File: config.mk
export PLATFORM = sky130hd
export DESIGN_NAME = wb_trace_fifo
export DESIGN_NICKNAME = d
export VERILOG_FILES = /design/src/rtl/wb_trace_pkg.sv /design/src/rtl/wb_trace_sfifo.sv /design/src/rtl/wb_trace_fifo.sv
export SDC_FILE = /design/constraint.sdc
export NUM_CORES = 1
export LEC_CHECK = 0
export BUFFER_PORTS_ARGS = -buffer_cell sky130_fd_sc_hd__buf_2
export CAP_MARGIN = 25
export CORE_UTILIZATION = 50
export CTS_CLUSTER_SIZE = 24
export DETAILED_ROUTE_END_ITERATION = 10
export PLACE_DENSITY_LB_ADDON = 0.25
export SKIP_CTS_REPAIR_TIMING = 1
export SYNTH_ARGS = -nofsm -noshare
export SYNTH_HDL_FRONTEND = slang
export SYNTH_HIERARCHICAL = 1
export SYNTH_SLANG_ARGS = --single-unit
export TNS_END_PERCENT = 1
File: constraint.sdc
create_clock -name clk -period 5.3 [get_ports clk]
set_clock_uncertainty 0.2 [all_clocks]
set_input_delay 0.265 -clock clk [delete_from_list [all_inputs] [get_ports clk]]
set_output_delay 0.265 -clock clk [all_outputs]
set_load 0.01 [all_outputs]
File: src/rtl/wb_trace_pkg.sv
// Shared types for the Wishbone trace FIFO: FIFO entry layout, drain states, record bit positions.
// WB_TRACE_ADDR_EN widens the entry with the snooped address so an address record can be emitted.
package wb_trace_pkg;

  localparam int ADDR_FLAG_BIT = 33;
  localparam int WE_BIT        = 32;
  localparam int REC_W         = 34;

`ifdef WB_TRACE_ADDR_EN
  typedef struct packed {
    logic        we;
    logic [31:0] adr;
    logic [31:0] data;
  } entry_t;
`else
  typedef struct packed {
    logic        we;
    logic [31:0] data;
  } entry_t;
`endif

  typedef enum logic [1:0] {
    ST_IDLE      = 2'd0,
    ST_ISSUE     = 2'd1,
    ST_WAIT_ACC  = 2'd2,
    ST_WAIT_DONE = 2'd3
  } drain_state_e;

  function automatic logic [REC_W-1:0] make_rec(input logic addr_flag, input logic we,
                                                input logic [31:0] payload);
    logic [REC_W-1:0] r;
    r                = '0;
    r[ADDR_FLAG_BIT] = addr_flag;
    r[WE_BIT]        = we;
    r[31:0]          = payload;
    return r;
  endfunction

endpackage

File: src/rtl/wb_trace_sfifo.sv
// Single-clock synchronous FIFO; pointers carry an extra MSB to tell full from empty.
// A push on a full FIFO is accepted only when a pop frees the slot in the same cycle.
module wb_trace_sfifo
  import wb_trace_pkg::*;
#(
  parameter int WIDTH      = 33,
  parameter int DEPTH_LOG2 = 4
) (
  input  logic                  clk,
  input  logic                  rst,
  input  logic                  push,
  input  logic                  pop,
  input  logic [WIDTH-1:0]      din,
  output logic [WIDTH-1:0]      dout,
  output logic                  full,
  output logic                  empty,
  output logic [DEPTH_LOG2:0]   level
);

  logic [WIDTH-1:0]    mem [2**DEPTH_LOG2];
  logic [DEPTH_LOG2:0] wr_ptr;
  logic [DEPTH_LOG2:0] rd_ptr;
  logic                do_push;
  logic                do_pop;

  assign empty   = (wr_ptr == rd_ptr);
  assign full    = (wr_ptr[DEPTH_LOG2] != rd_ptr[DEPTH_LOG2]) &&
                   (wr_ptr[DEPTH_LOG2-1:0] == rd_ptr[DEPTH_LOG2-1:0]);
  assign do_pop  = pop & ~empty;
  assign do_push = push & (~full | do_pop);
  assign level   = wr_ptr - rd_ptr;
  assign dout    = mem[rd_ptr[DEPTH_LOG2-1:0]];

  always_ff @(posedge clk or posedge rst) begin
    if (rst) begin
      wr_ptr <= '0;
      rd_ptr <= '0;
    end else begin
      if (do_push) wr_ptr <= wr_ptr + 1'b1;
      if (do_pop)  rd_ptr <= rd_ptr + 1'b1;
    end
  end

  // Storage needs no reset; the pointers define what is valid.
  always_ff @(posedge clk) begin
    if (do_push) mem[wr_ptr[DEPTH_LOG2-1:0]] <= din;
  end

endmodule

File: src/rtl/wb_trace_fifo.sv
// Passive Wishbone tracer: captures completed transfers into a FIFO and drains them to the UART hex printer.
// Define WB_TRACE_ADDR_EN to emit an address record ahead of each data record.
//
// state        | meaning
// ST_IDLE      | waiting for a queued entry and printer not busy; latch head and pop
// ST_ISSUE     | drive the one-cycle record strobe
// ST_WAIT_ACC  | wait for the printer to raise stall
// ST_WAIT_DONE | wait for the printer to drop stall
module wb_trace_fifo
  import wb_trace_pkg::*;
#(
  parameter int DEPTH_LOG2 = 4,
  parameter int DROP_W     = 16
) (
  input  logic                  clk,
  input  logic                  rst,
  input  logic                  in_wb_cyc,
  input  logic                  in_wb_stb,
  input  logic                  in_wb_we,
  input  logic [31:0]           in_wb_adr,
  input  logic [31:0]           in_wb_dat_w,
  input  logic [31:0]           in_wb_dat_r,
  input  logic                  in_wb_ack,
  output logic [REC_W-1:0]      out_WB2UART_word,
  output logic                  out_WB2UART_cyc,
  input  logic                  in_WB2UART_stall,
  output logic [DEPTH_LOG2:0]   out_level,
  output logic                  out_overflow,
  output logic [DROP_W-1:0]     out_drop_cnt
);

  localparam int ENTRY_W = $bits(entry_t);

  entry_t       cap_entry;
  entry_t       head;
  logic         cap;
  logic         pop;
  logic         drop;
  logic         fifo_full;
  logic         fifo_empty;
  drain_state_e state;

`ifdef WB_TRACE_ADDR_EN
  logic [REC_W-1:0] data_rec_hold;
  logic             data_pend;
`else
  logic             unused_adr;
  assign unused_adr = ^in_wb_adr;
`endif

  assign cap = in_wb_cyc & in_wb_stb & in_wb_ack;

  always_comb begin
    cap_entry      = '0;
    cap_entry.we   = in_wb_we;
    cap_entry.data = in_wb_we ? in_wb_dat_w : in_wb_dat_r;
`ifdef WB_TRACE_ADDR_EN
    cap_entry.adr  = in_wb_adr;
`endif
  end

  assign pop  = (state == ST_IDLE) & ~fifo_empty & ~in_WB2UART_stall;
  assign drop = cap & fifo_full & ~pop;

  wb_trace_sfifo #(
    .WIDTH      (ENTRY_W),
    .DEPTH_LOG2 (DEPTH_LOG2)
  ) u_sfifo (
    .clk   (clk),
    .rst   (rst),
    .push  (cap),
    .pop   (pop),
    .din   (cap_entry),
    .dout  (head),
    .full  (fifo_full),
    .empty (fifo_empty),
    .level (out_level)
  );

  always_ff @(posedge clk or posedge rst) begin
    if (rst) begin
      out_drop_cnt <= '0;
      out_overflow <= 1'b0;
    end else if (drop) begin
      out_overflow <= 1'b1;
      if (out_drop_cnt != '1) out_drop_cnt <= out_drop_cnt + DROP_W'(1);
    end
  end

  // Gating on stall keeps the strobe off whenever the printer reports busy.
  assign out_WB2UART_cyc = (state == ST_ISSUE) & ~in_WB2UART_stall;

  always_ff @(posedge clk or posedge rst) begin
    if (rst) begin
      state            <= ST_IDLE;
      out_WB2UART_word <= '0;
`ifdef WB_TRACE_ADDR_EN
      data_rec_hold    <= '0;
      data_pend        <= 1'b0;
`endif
    end else begin
      case (state)
        ST_IDLE: begin
          if (pop) begin
`ifdef WB_TRACE_ADDR_EN
            out_WB2UART_word <= make_rec(1'b1, head.we, head.adr);
            data_rec_hold    <= make_rec(1'b0, head.we, head.data);
            data_pend        <= 1'b1;
`else
            out_WB2UART_word <= make_rec(1'b0, head.we, head.data);
`endif
            state <= ST_ISSUE;
          end
        end
        ST_ISSUE: begin
          if (!in_WB2UART_stall) state <= ST_WAIT_ACC;
        end
        ST_WAIT_ACC: begin
          if (in_WB2UART_stall) state <= ST_WAIT_DONE;
        end
        ST_WAIT_DONE: begin
          if (!in_WB2UART_stall) begin
`ifdef WB_TRACE_ADDR_EN
            if (data_pend) begin
              out_WB2UART_word <= data_rec_hold;
              data_pend        <= 1'b0;
              state            <= ST_ISSUE;
            end else begin
              state <= ST_IDLE;
            end
`else
            state <= ST_IDLE;
`endif
          end
        end
        default: state <= ST_IDLE;
      endcase
    end
  end

endmodule

# ---- Word-level counts from Yosys, hierarchy flattened
# Memory sizes are Yosys's and may differ from the RTL's. A register that Yosys moved wholly into a read port is not among the register bits.
# Index checks and enable logic that the tools add are counted.
dict set report op_classes {
  n_addsub 4
  eq_ne 11
  mux 8
  n_bitwise 14
  n_reduce_logical 5
}
# op count
set op_table {}
lappend op_table {{$mux 32} 1}
lappend op_table {{$add 16x1->16 const B} 1}
lappend op_table {{$ne 16x16->1 const B} 1}
lappend op_table {{$add 5x1->5 const B} 2}
lappend op_table {{$and 1x1->1} 9}
lappend op_table {{$mux 2} 4}
lappend op_table {{$ne 2x2->1 const B} 4}
lappend op_table {{$pmux 2 s4} 1}
lappend op_table {{$eq 5x5->1} 1}
lappend op_table {{$sub 5x5->5} 1}
lappend op_table {{$eq 2x2->1 const B} 2}
lappend op_table {{$eq 4x4->1} 1}
lappend op_table {{$not 1->1} 4}
lappend op_table {{$reduce_and 2->1} 2}
lappend op_table {{$reduce_and 4->1} 1}
lappend op_table {{$eq 2x1->1 const B} 1}
lappend op_table {{$logic_not 2->1} 1}
lappend op_table {{$mux 1} 2}
lappend op_table {{$logic_and 1x1->1} 1}
lappend op_table {{$ne 1x1->1} 1}
lappend op_table {{$or 1x1->1} 1}
dict set report totals {
  ff_bits 29
  mem_bits_rw 528
  inputBits 103
  n_memories 1
}
# memory depth word_bits rd rd_ports_with_merged_regs write_ports line_no
set mem_list {}
lappend mem_list {u_sfifo.mem 16 33 1 1 1 wb_trace_sfifo.sv:20} ;# logic [WIDTH-1:0] mem [2**DEPTH_LOG2];

# ---- Logic depth before layout (Yosys ltp)
# Gate-level depths: netlist of the first run.
dict set report depth {
  word_depth 9
  ltp_mapped 13
}

# ---- Cells and area by module
# Netlist of the first run, hierarchy kept.
# module n_inst cells_each area_each_um2
set by_module_without_submodules {}
lappend by_module_without_submodules {wb_trace_sfifo 1 890 20422.1}
lappend by_module_without_submodules {wb_trace_fifo 1 203 2642.5}

# ---- Worst setup path before layout of the first run
# Ideal clock, no wire load.
dict set report synth_path {
  path_kind {flip-flop to flip-flop}
  startpoint {register u_sfifo.rd_ptr[1]}
  endpoint {memory u_sfifo.mem[0][0] (enable)}
  setup_ns 0.464
  arrival_ns 4.991
  t_required_ns 4.636
  slack_ns -0.355
  stages_incl_launch_ff 14
  path_buffers 5
  period_less_slack_ns 5.655
  cell_sequence {dfrtp_1 > buf_2 > buf_4 > buf_2 > inv_1 > ha_1 > and4_1 > and2_1 > nor3b_1 > buf_2 > buf_2 > o31a_1 > nand2_1 > nor3_1}
}
dict set report synth_via {
  elab_chain_len 9
  elab_cells_between_ends 12
  classes_between {eq/ne: 2; mux: 2; bitwise: 7; reduce/logical: 1}
}
# item line_no
set synth_lines {}
lappend synth_lines {{from (decl)} wb_trace_sfifo.sv:22} ;# logic [DEPTH_LOG2:0] rd_ptr;
lappend synth_lines {{from (signal assigned)} wb_trace_sfifo.sv:40} ;# if (do_pop) rd_ptr <= rd_ptr + 1'b1;
lappend synth_lines {{$eq 5x5->1} wb_trace_sfifo.sv:26} ;# assign empty = (wr_ptr == rd_ptr);
lappend synth_lines {{via fifo_empty} wb_trace_fifo.sv:40} ;# logic fifo_empty;
lappend synth_lines {{$not 1->1} wb_trace_fifo.sv:62} ;# assign pop = (state == ST_IDLE) & ~fifo_empty & ~in_WB2UART_stall;
lappend synth_lines {{$and 1x1->1 (2 in a row)} wb_trace_fifo.sv:62}
lappend synth_lines {{via pop} wb_trace_fifo.sv:37} ;# logic pop;
lappend synth_lines {{$and 1x1->1} wb_trace_sfifo.sv:29} ;# assign do_pop = pop & ~empty;
lappend synth_lines {{$or 1x1->1} wb_trace_sfifo.sv:30} ;# assign do_push = push & (~full | do_pop);
lappend synth_lines {{$and 1x1->1} wb_trace_sfifo.sv:30}
lappend synth_lines {{$mux 1} wb_trace_sfifo.sv:46} ;# if (do_push) mem[wr_ptr[DEPTH_LOG2-1:0]] <= din;
lappend synth_lines {{$mux 1 (implied by the code)} wb_trace_sfifo.sv:46}
lappend synth_lines {{to (decl)} wb_trace_sfifo.sv:20}
# The timed path passes the listed nets, and every way through them passes these cells.

# ---- Final worst setup path of the first run
dict set report layout_path {
  startpoint {register u_sfifo.rd_ptr[0]}
  endpoint {memory u_sfifo.mem[8][12] (enable)}
}
dict set report layout_via {
  elab_chain_len 9
  elab_cells_between_ends 12
  classes_between {eq/ne: 2; mux: 2; bitwise: 7; reduce/logical: 1}
}
# item line_no
set layout_lines {}
lappend layout_lines {{$eq 5x5->1 (*)} wb_trace_sfifo.sv:26}
lappend layout_lines {{via fifo_empty} wb_trace_fifo.sv:40}
lappend layout_lines {{$not 1->1 (*)} {wb_trace_sfifo.sv:29, wb_trace_fifo.sv:62}}
lappend layout_lines {{$and 1x1->1 (2 in a row)} wb_trace_fifo.sv:62}
lappend layout_lines {{$and 1x1->1 (*)} wb_trace_sfifo.sv:29}
lappend layout_lines {{$or 1x1->1 (*)} wb_trace_sfifo.sv:30}
lappend layout_lines {{$and 1x1->1 (*)} wb_trace_sfifo.sv:30}
lappend layout_lines {{$mux 1 (*)} wb_trace_sfifo.sv:46}
lappend layout_lines {{$mux 1 (implied by the code) (*)} wb_trace_sfifo.sv:46}
# The timed path passes the listed nets; every way through them passes the cells marked *.

==> results.json, run 1 <==
{
  "utilization": 0.5833,
  "routed_wirelength_um": 47940,
  "required_ps": 5340,
  "num_antenna_cells": 0,
  "htree_levels": 2,
  "final_cells": 1917,
  "synth_cell_types": 40,
  "crit_fanout": 29,
  "die_area_um2": 46990,
  "vias": 11231,
  "grt_overflow": 0,
  "drive_above_1_share": 0.3652,
  "synth_seq_cells": 590,
  "arrival_ps": 4150,
  "viasPerCell": 5.859,
  "yosysTopAreaCell": "edfxtp_1",
  "worst_skew_pair.late_latency_ps": 600,
  "cts.path.max_buffers": 3,
  "cts_made_buffers": 58,
  "p_per_area_nw_per_um2": 489.1,
  "first_pass_iters": 4,
  "ys_warn_count": 6,
  "fmax_mhz": 243.5,
  "wl_met2_um": 23520,
  "clkSlewWorstSetupHoldPaths_ps": 60,
  "report.final.slew_viol_count": 0,
  "antenna_found_initial": 0,
  "start_kind": "register",
  "hold_violations": 51,
  "status": "complete, but fails checks",
  "grt_pass1_wl_um": 72090,
  "highest_layer": "met4",
  "wl_met1_um": 20740,
  "syn_nets": 1212,
  "synth-xor-area-share": 0.009819,
  "yosys-mux-area-fraction": 0.1621,
  "fin_crit_ps": 4106,
  "syn2layout_area_growth_pct": 15.02,
  "synth_top_family_by_area": "multiplexers",
  "netlist_instances": 1093,
  "syn-cell-area_um2": 23060,
  "cts.sinks": 590,
  "cts_tree": "done",
  "synth_adder_area_share": 0.009005,
  "crit_path_end_kind": "register",
  "yosys.area_share.simple": 0.02495,
  "die_x_um": 216.8,
  "route.met3.wl_um": 2945,
  "worst_slew_pin_slew_ps": 994.4,
  "routabilityCongestion": 0.8578,
  "critPathKind": "register to register",
  "violations": "hold timing",
  "ios": 160,
  "rsz0062_at_grt": "no",
  "syn_avg_cell_area_um2": 21.10,
  "finalNetCount": 1386,
  "ant_nets": 0,
  "drv_cap": 0,
  "core_region_area_um2": 45480,
  "grt_max_degree": 135,
  "synth_seq_area_share": 0.7547,
  "static-leakage-power_nw": 8.876,
  "initial_core_util": 0.5072,
  "synth_compound_area_frac": 0.02268,
  "ys_top_cells_by_area": "edfxtp_1 69%, mux4_2 13%, dfrtp_1 6.7%",
  "min_path_type": "primary input to register",
  "die_h_um": 216.8,
  "grt_pass1_vias": 11385,
  "hpwl_um": 25660,
  "port_buffers": 126,
  "layout_worst_path_cycle_share": 0.7747,
  "synth_top_area_frac": 0.6874,
  "grt.total_usage": 0.2094,
  "drt_iter0_drc": 879,
  "wl_per_cell_um": 25.01,
  "rows": 78,
  "max-vdd-ir-drop_mv": 0.3342,
  "maxSlewHeadroom": 0.3371,
  "setup_viol": 0,
  "dp.cells": 1794,
  "holdWs_ps": -16.98,
  "drc": 0,
  "root_buffer": "clkbuf_16"
}
==> final cells by class <==
| type | count | area (um2) |
|---|---|---|
| Fill cell | 3319 | 18950 |
| Clock buffer | 77 | 1574 |
| Clock inverter | 33 | 284.0 |
| Inverter | 11 | 41.29 |
| Tap cell | 600 | 750.7 |
| Multi-Input combinational cell | 435 | 5406 |
| Sequential cell | 590 | 17420 |
| Timing Repair Buffer | 171 | 1054 |
==> worst max-delay path, cell delays in order, from the launching register on <==
cell     delay (ps)
dfrtp_4         810
ha_1            370
and4_1          210
and2_1          180
nor3b_2         340
o31a_1          360
nand2_1         300
nor2_4          420
buf_4           520
==> cells by family (layout without fill, tap and decap cells) <==
family,after synthesis,count (layout)
AO/OA/AOI/OAI,81,81
XOR/XNOR,25,25
adder cells (fa/ha/maj),16,16
buffers and inverters,68,292
flip-flops,590,590
multiplexers,200,200
other,1,1
AND/OR/NAND/NOR,112,112
==> stage by stage <==
| stage | total power [W] | hold slack (ps) | TNS [ps] | cell area, um2 | worst slack [ps] |
|---|---|---|---|---|---|
| global route | 0.01354 | 0.6176 | 0 | 26530 | 929.0 |
| finish | 0.01298 | -16.98 | 0 | 26530 | 1194 |
| floorplan | 0.008149 | -94.82 | -26960 | 23070 | -354.1 |
| detailed placement | 0.009093 | 87.80 | 0 | 24510 | 1141 |
| CTS | 0.01306 | -568.6 | 0 | 26370 | 1108 |
| global placement | 0.009054 | 97.27 | 0 | 24510 | 1164 |
==> registers in the layout, indices dropped and copies added (netlist names) <==
signal / flops
out_drop_cnt: 16
out_overflow: 1
u_sfifo/mem: 528
u_sfifo/wr_ptr: 5
out_WB2UART_word: 33
state: 2
u_sfifo/rd_ptr: 5
==> Yosys cell counts, drive strengths merged <==
master,number
edfxtp,528
mux4,132
mux2,68
o22ai,66
dfrtp,62
nor2,47
buf,40
clkbuf,17
xnor2,17
ha,15
nand2,14
inv,11
nand4,11
nor3,11
xor2,8
and3,6
and4,6
nand3,6
a21oi,5
nand2b,4
o21ai,4
a21o,2
and2,2
nor3b,2
a211oi,1
a21boi,1
conb,1
fa,1
nor2b,1
o311ai,1
o31a,1
or2,1
or4b,1
==> cell usage in the layout, fill, tap and decap left out, types with 9 or more instances in the layout <==
cell and n:
nand2_1 11, nand4_1 11, inv_1 10, edfxtp_1 528, clkinv_2 16, mux2_2 68, o22ai_1 66, clkbuf_16 59
buf_2 126, ha_1 15, dfrtp_1 59, nor2_4 12, clkinv_1 9, clkbuf_1 15, buf_4 30, dlygate4sd3_1 11
xnor2_1 16, mux4_2 132, nor2_1 35
==> routing by layer <==
| layer | track usage | vias to the layer above |
|---|---|---|
| met5 | 0 | - |
| met1 | 0.2978 | 5968 |
| met2 | 0.3403 | 341 |
| met3 | 0.03829 | 61 |
| met4 | 0.04789 | 0 |
| li1 | - | 4861 |
==> power breakdown <==
part	internal [W]	total (W)	switching, W	leakage, nW
clock	0.00228	0.00399	0.00171	0.922
combinational	0.00159	0.00337	0.00179	2.44
sequential	0.00539	0.00561	0.000217	5.51
total	0.00927	0.0130	0.00371	8.88
==> path summary, 6_finish.rpt <==
check	startpoint	endpoint	slack (ps)	cells after the start
max in group asynchronous	rst	out_WB2UART_word[19]	4070	4
worst min-delay path	in_wb_dat_r[4]	u_sfifo/mem[3][4]	-20	2
worst max-delay path	u_sfifo/rd_ptr[0]	u_sfifo/mem[8][12]	1190	8
min in group asynchronous	rst	u_sfifo/wr_ptr[0]	40	3
worst min register to register	out_overflow	out_overflow	260	1
worst max register to register	u_sfifo/rd_ptr[0]	u_sfifo/mem[8][12]	1190	8
Power figures use the tool's default switching activity.
==> inputs of run 2 (changes only) <==
- clock period: 5.3 -> 3.8 ns (I/O delays scaled with it)
==> results.json, run 2 (synthesis gave the netlist of run 1 again) <==
{
  "slowest_stage": "nor2_4",
  "start_kind": "register",
  "grt_overflow": 0,
  "hold_violations": 95,
  "setup_slack_ps": 419.9,
  "drv_cap": 0,
  "cts_made_buffers": 59,
  "grt_pass1_vias": 11746,
  "die_x_um": 216.8,
  "syn2layout_area_growth_pct": 18.73,
  "root_buffer": "clkbuf_16",
  "drc": 0,
  "critPathKind": "register to register",
  "rsz0062_at_grt": "no",
  "routabilityCongestion": 0.7666,
  "viasPerCell": 5.774,
  "grt.total_usage": 0.2112,
  "finalNetCount": 1456,
  "hpwl_um": 27180,
  "layout_commonest_cell": "edfxtp_1",
  "worst_slew_pin_slew_ps": 1068,
  "status": "complete, but fails checks",
  "crit_fanout": 21,
  "dp_slack_ps": 433.4,
  "port_buffers": 126,
  "wl_per_cell_um": 24.42,
  "routed_wirelength_um": 48510,
  "grt_pass1_wl_um": 73080,
  "cts.path.max_buffers": 3,
  "htree_levels": 2,
  "p_per_area_nw_per_um2": 678.1,
  "initial_core_util": 0.5072,
  "layout_common_cells": "528 x edfxtp_1, 132 x mux4_2, 126 x buf_2",
  "layout_worst_path_cycle_share": 0.8895,
  "max_stage_delay_ps": 490,
  "crit_path_end_kind": "register",
  "violations": "hold timing",
  "min_path_type": "primary input to register",
  "holdWs_ps": -46.78,
  "grt_max_degree": 135,
  "clkSlewWorstSetupHoldPaths_ps": 70,
  "vias": 11468,
  "fmax_mhz": 295.8,
  "drt_iter0_drc": 909,
  "maxSlewHeadroom": 0.2880,
  "crit_path_cell_trace": "inv_1, ha_1, and4_1, and2_4, nor3b_4, buf_4, o311ai_4, nor2_4, buf_12",
  "setup-tns-final_ps": 0,
  "nFillCells": 3285,
  "die_h_um": 216.8,
  "setup_viol": 0,
  "num_antenna_cells": 0,
  "report.final.slew_viol_count": 0,
  "fin_crit_ps": 3380,
  "arrival_ps": 3490,
  "utilization": 0.6022,
  "die_area_um2": 46990,
  "cts.sinks": 590,
  "max-vdd-ir-drop_mv": 0.7248,
  "cts_tree": "done",
  "core_region_area_um2": 45480,
  "rows": 78,
  "static-leakage-power_nw": 9.268,
  "worst_skew_pair.late_latency_ps": 620,
  "drive_above_1_share": 0.3629,
  "required_ps": 3910,
  "ant_nets": 0,
  "antenna_found_initial": 0,
  "largest_register_ffs": 528,
  "first_pass_iters": 4,
  "ios": 160,
  "power_w": 0.01857
}
-- run 2: changes by cell type in the layout (fill, tap and decap cells not counted), moves of 3 or more --
cell           previous run  this run
nor3_2                    8         5
clkbuf_1                 15        18
clkinv_1                  9         1
buf_4                    30        42
clkinv_2                 16         9
inv_6                     0         3
nand2_2                   3         0
nor3_4                    1         4
dlygate4sd3_1            11        66
clkbuf_8                  3        13
nand2_4                   0         3
-- run 2: report_power, final --
group	switching [W]	internal, W
sequential	0.000188	0.00753
clock	0.00238	0.00346
combinational	0.00270	0.00232
total	0.00526	0.0133
-- run 2: layout make-up --
class	count	area, um2	area share
clock buffer	90	1723	0.06291
clock inverter	20	251.5	0.009184
inverter	11	46.29	0.001691
multi-input combinational	435	5461	0.1994
sequential	590	17420	0.6360
tap	600	750.7	0.02741
timing repair buffer	240	1734	0.06333
-- run 2: critical path, delay by kind of cell (launching register included) --
kind / cells / cell delay, ps
AND/OR/NAND/NOR: 4 / 1090
buffers and inverters: 3 / 710
flip-flops: 1 / 430
adder cells (fa/ha/maj): 1 / 340
AO/OA/AOI/OAI: 1 / 270
-- run 2: final timing paths --
path	start	to	slack, ps	cells past startpoint
max	u_sfifo/rd_ptr[3]	u_sfifo/mem[15][21]	420	9
max in group asynchronous	rst	out_WB2UART_word[12]	2380	4
min in group asynchronous	rst	out_WB2UART_word[28]	120	3
min reg2reg	out_overflow	out_overflow	270	1
max reg2reg	u_sfifo/rd_ptr[3]	u_sfifo/mem[15][21]	420	9
min	in_wb_dat_w[12]	u_sfifo/mem[8][12]	-50	2
-- run 2: routing by layer --
metal | part of all wire | global-route usage
met5 | 0 | 0
met4 | 0.019 | 0.06009
met3 | 0.052 | 0.03131
met2 | 0.49 | 0.3427
met1 | 0.44 | 0.3011
-- run 2: per-stage QoR --
| stage | cells | instance area (um2) |
|---|---|---|
| CTS | 1919 | 26700 |
| global route | 1986 | 27390 |
| detailed placement | 1809 | 24720 |
| finish | 1986 | 27390 |
| global placement | 1809 | 24720 |
| floorplan | 1093 | 23260 |
==> inputs of run 3 (changes only) <==
- CORE_ASPECT_RATIO: unset -> 1.75
- CTS_CLUSTER_DIAMETER: unset -> 30
- clock period: 3.8 -> 4.4 ns (I/O delays scaled with it)
==> results.json, run 3 (synthesis gave the netlist of run 1 again) <==
{
  "worst_slew_pin_slew_ps": 1069,
  "rsz0062_at_grt": "no",
  "cts_made_buffers": 75,
  "layout_worst_path_cycle_share": 0.8428,
  "vias": 11421,
  "p_switching_w": 0.004839,
  "status": "complete, but fails checks",
  "report.final.slew_viol_count": 0,
  "maxSlewHeadroom": 0.2856,
  "grt_pass1_vias": 12091,
  "cts.path.max_buffers": 3,
  "holdWs_ps": -25.44,
  "rows": 103,
  "combPwrFrac": 0.242,
  "grt_max_degree": 135,
  "die_h_um": 286.1,
  "largest_register_ffs": 528,
  "setup-tns-final_ps": 0,
  "crit_path_cell_trace": "ha_1, and4_1, and2_1, nor3b_2, o31a_1, nand2_1, nor2_4, buf_12",
  "grt.total_usage": 0.2194,
  "viasPerCell": 5.915,
  "final_cells": 1931,
  "hpwl_um": 26690,
  "root_buffer": "clkbuf_16",
  "initial_core_util": 0.5084,
  "drv_cap": 0,
  "crit_fanout": 13,
  "setup_slack_ps": 691.6,
  "die_area_um2": 47030,
  "routabilityCongestion": 0.7530,
  "drt_iter0_drc": 816,
  "crit_path_end_kind": "register",
  "finalNetCount": 1414,
  "fin_crit_ps": 3708,
  "clkSlewWorstSetupHoldPaths_ps": 60,
  "seqPwrFrac": 0.397,
  "p_per_area_nw_per_um2": 617.8,
  "swShare": 0.2848,
  "nFillCells": 3189,
  "grt_overflow": 0,
  "htree_levels": 3,
  "antenna_found_initial": 0,
  "port_buffers": 126,
  "required_ps": 4490,
  "pwr-share-clk": 0.361,
  "syn2layout_area_growth_pct": 19.20,
  "drc": 0,
  "arrival_ps": 3790,
  "ant_nets": 0,
  "wl_per_cell_um": 25.56,
  "violations": "hold timing",
  "start_kind": "register",
  "grt_pass1_wl_um": 73670,
  "drive_above_1_share": 0.3804,
  "die_x_um": 164.4,
  "max-vdd-ir-drop_mv": 0.5059,
  "fmax_mhz": 269.7,
  "min_path_type": "primary input to register",
  "internal-power_w": 0.01215,
  "worst_skew_pair.late_latency_ps": 580,
  "num_antenna_cells": 0,
  "hold_violations": 177,
  "cts.sinks": 590,
  "slowest_stage": "dfrtp_1",
  "layout_commonest_cell": "edfxtp_1",
  "layout_common_cells": "528 x edfxtp_1, 132 x mux4_2, 126 x buf_2",
  "routed_wirelength_um": 49350,
  "critPathTopFamily": "simple AND/OR/NAND/NOR gates",
  "ios": 160,
  "static-leakage-power_nw": 9.271,
  "dp.cells": 1771,
  "dp_slack_ps": 718.6,
  "max_stage_delay_ps": 690,
  "critPathKind": "register to register",
  "core_region_area_um2": 45360,
  "worst-path-buf-inv": 1,
  "first_pass_iters": 4,
  "cts_tree": "done",
  "setup_viol": 0
}
[run 3: changes by cell type in the layout (fill, tap and decap cells not counted), sizes merged]
cell	before	now
dlygate4sd3	66	24
buf	174	158
inv	14	27
clkinv	10	22
clkbuf	90	86
clkinvlp	2	5
bufinv	5	7
[run 3: power by group through the flow]
stage	registers (W)	clock network (W)	logic, W
after CTS	0.00675	0.00623	0.00419
final	0.00674	0.00614	0.00411
after global placement	0.00685	0	0.00412
after global routing	0.00679	0.00645	0.00444
after detailed placement	0.00687	0	0.00417
after floorplan	0.00681	0	0.00301
[run 3: through the flow]
| step | power, W | utilization | cell area (um2) |
|---|---|---|---|
| 6_report | 0.01699 | 0.6061 | 27490 |
| 3_5_place_dp | 0.01103 | 0.5444 | 24700 |
| 5_1_grt | 0.01768 | 0.6061 | 27490 |
| 4_1_cts | 0.01717 | 0.6008 | 27250 |
| 2_1_floorplan | 0.009820 | - | 23080 |
| 3_3_place_gp | 0.01097 | 0.5444 | 24700 |
[run 3: final cells by class]
type,instances,area [um2],share of cell area
flip-flops and latches,590,17420,0.6335
multi-input cells,435,5420,0.1971
clock buffers,86,1981,0.07204
repair buffers,182,1336,0.04860
well taps,577,721.9,0.02626
clock inverters,50,575.6,0.02093
inverters,11,41.29,0.001502
[run 3: worst paths after layout]
kind                                              to         startpoint  slack [ps]  cells after the start
min in group asynchronous          u_sfifo/wr_ptr[2]                rst           0                      3
worst max register to register   u_sfifo/mem[10][29]  u_sfifo/wr_ptr[3]         690                      8
worst min-delay path              u_sfifo/mem[12][3]     in_wb_dat_w[3]         -30                      2
max in group asynchronous       out_WB2UART_word[26]                rst        2870                      4
worst min register to register          out_overflow       out_overflow         260                      1
worst max-delay path             u_sfifo/mem[10][29]  u_sfifo/wr_ptr[3]         690                      8
[run 3: metal layers]
metal	track usage	vias to the layer above	routed length, um
li1	-	4945	-
met1	0.2607	6021	18220
met2	0.3999	367	27450
met3	0.03686	88	2510
met4	0.07130	0	1174
met5	0	-	0
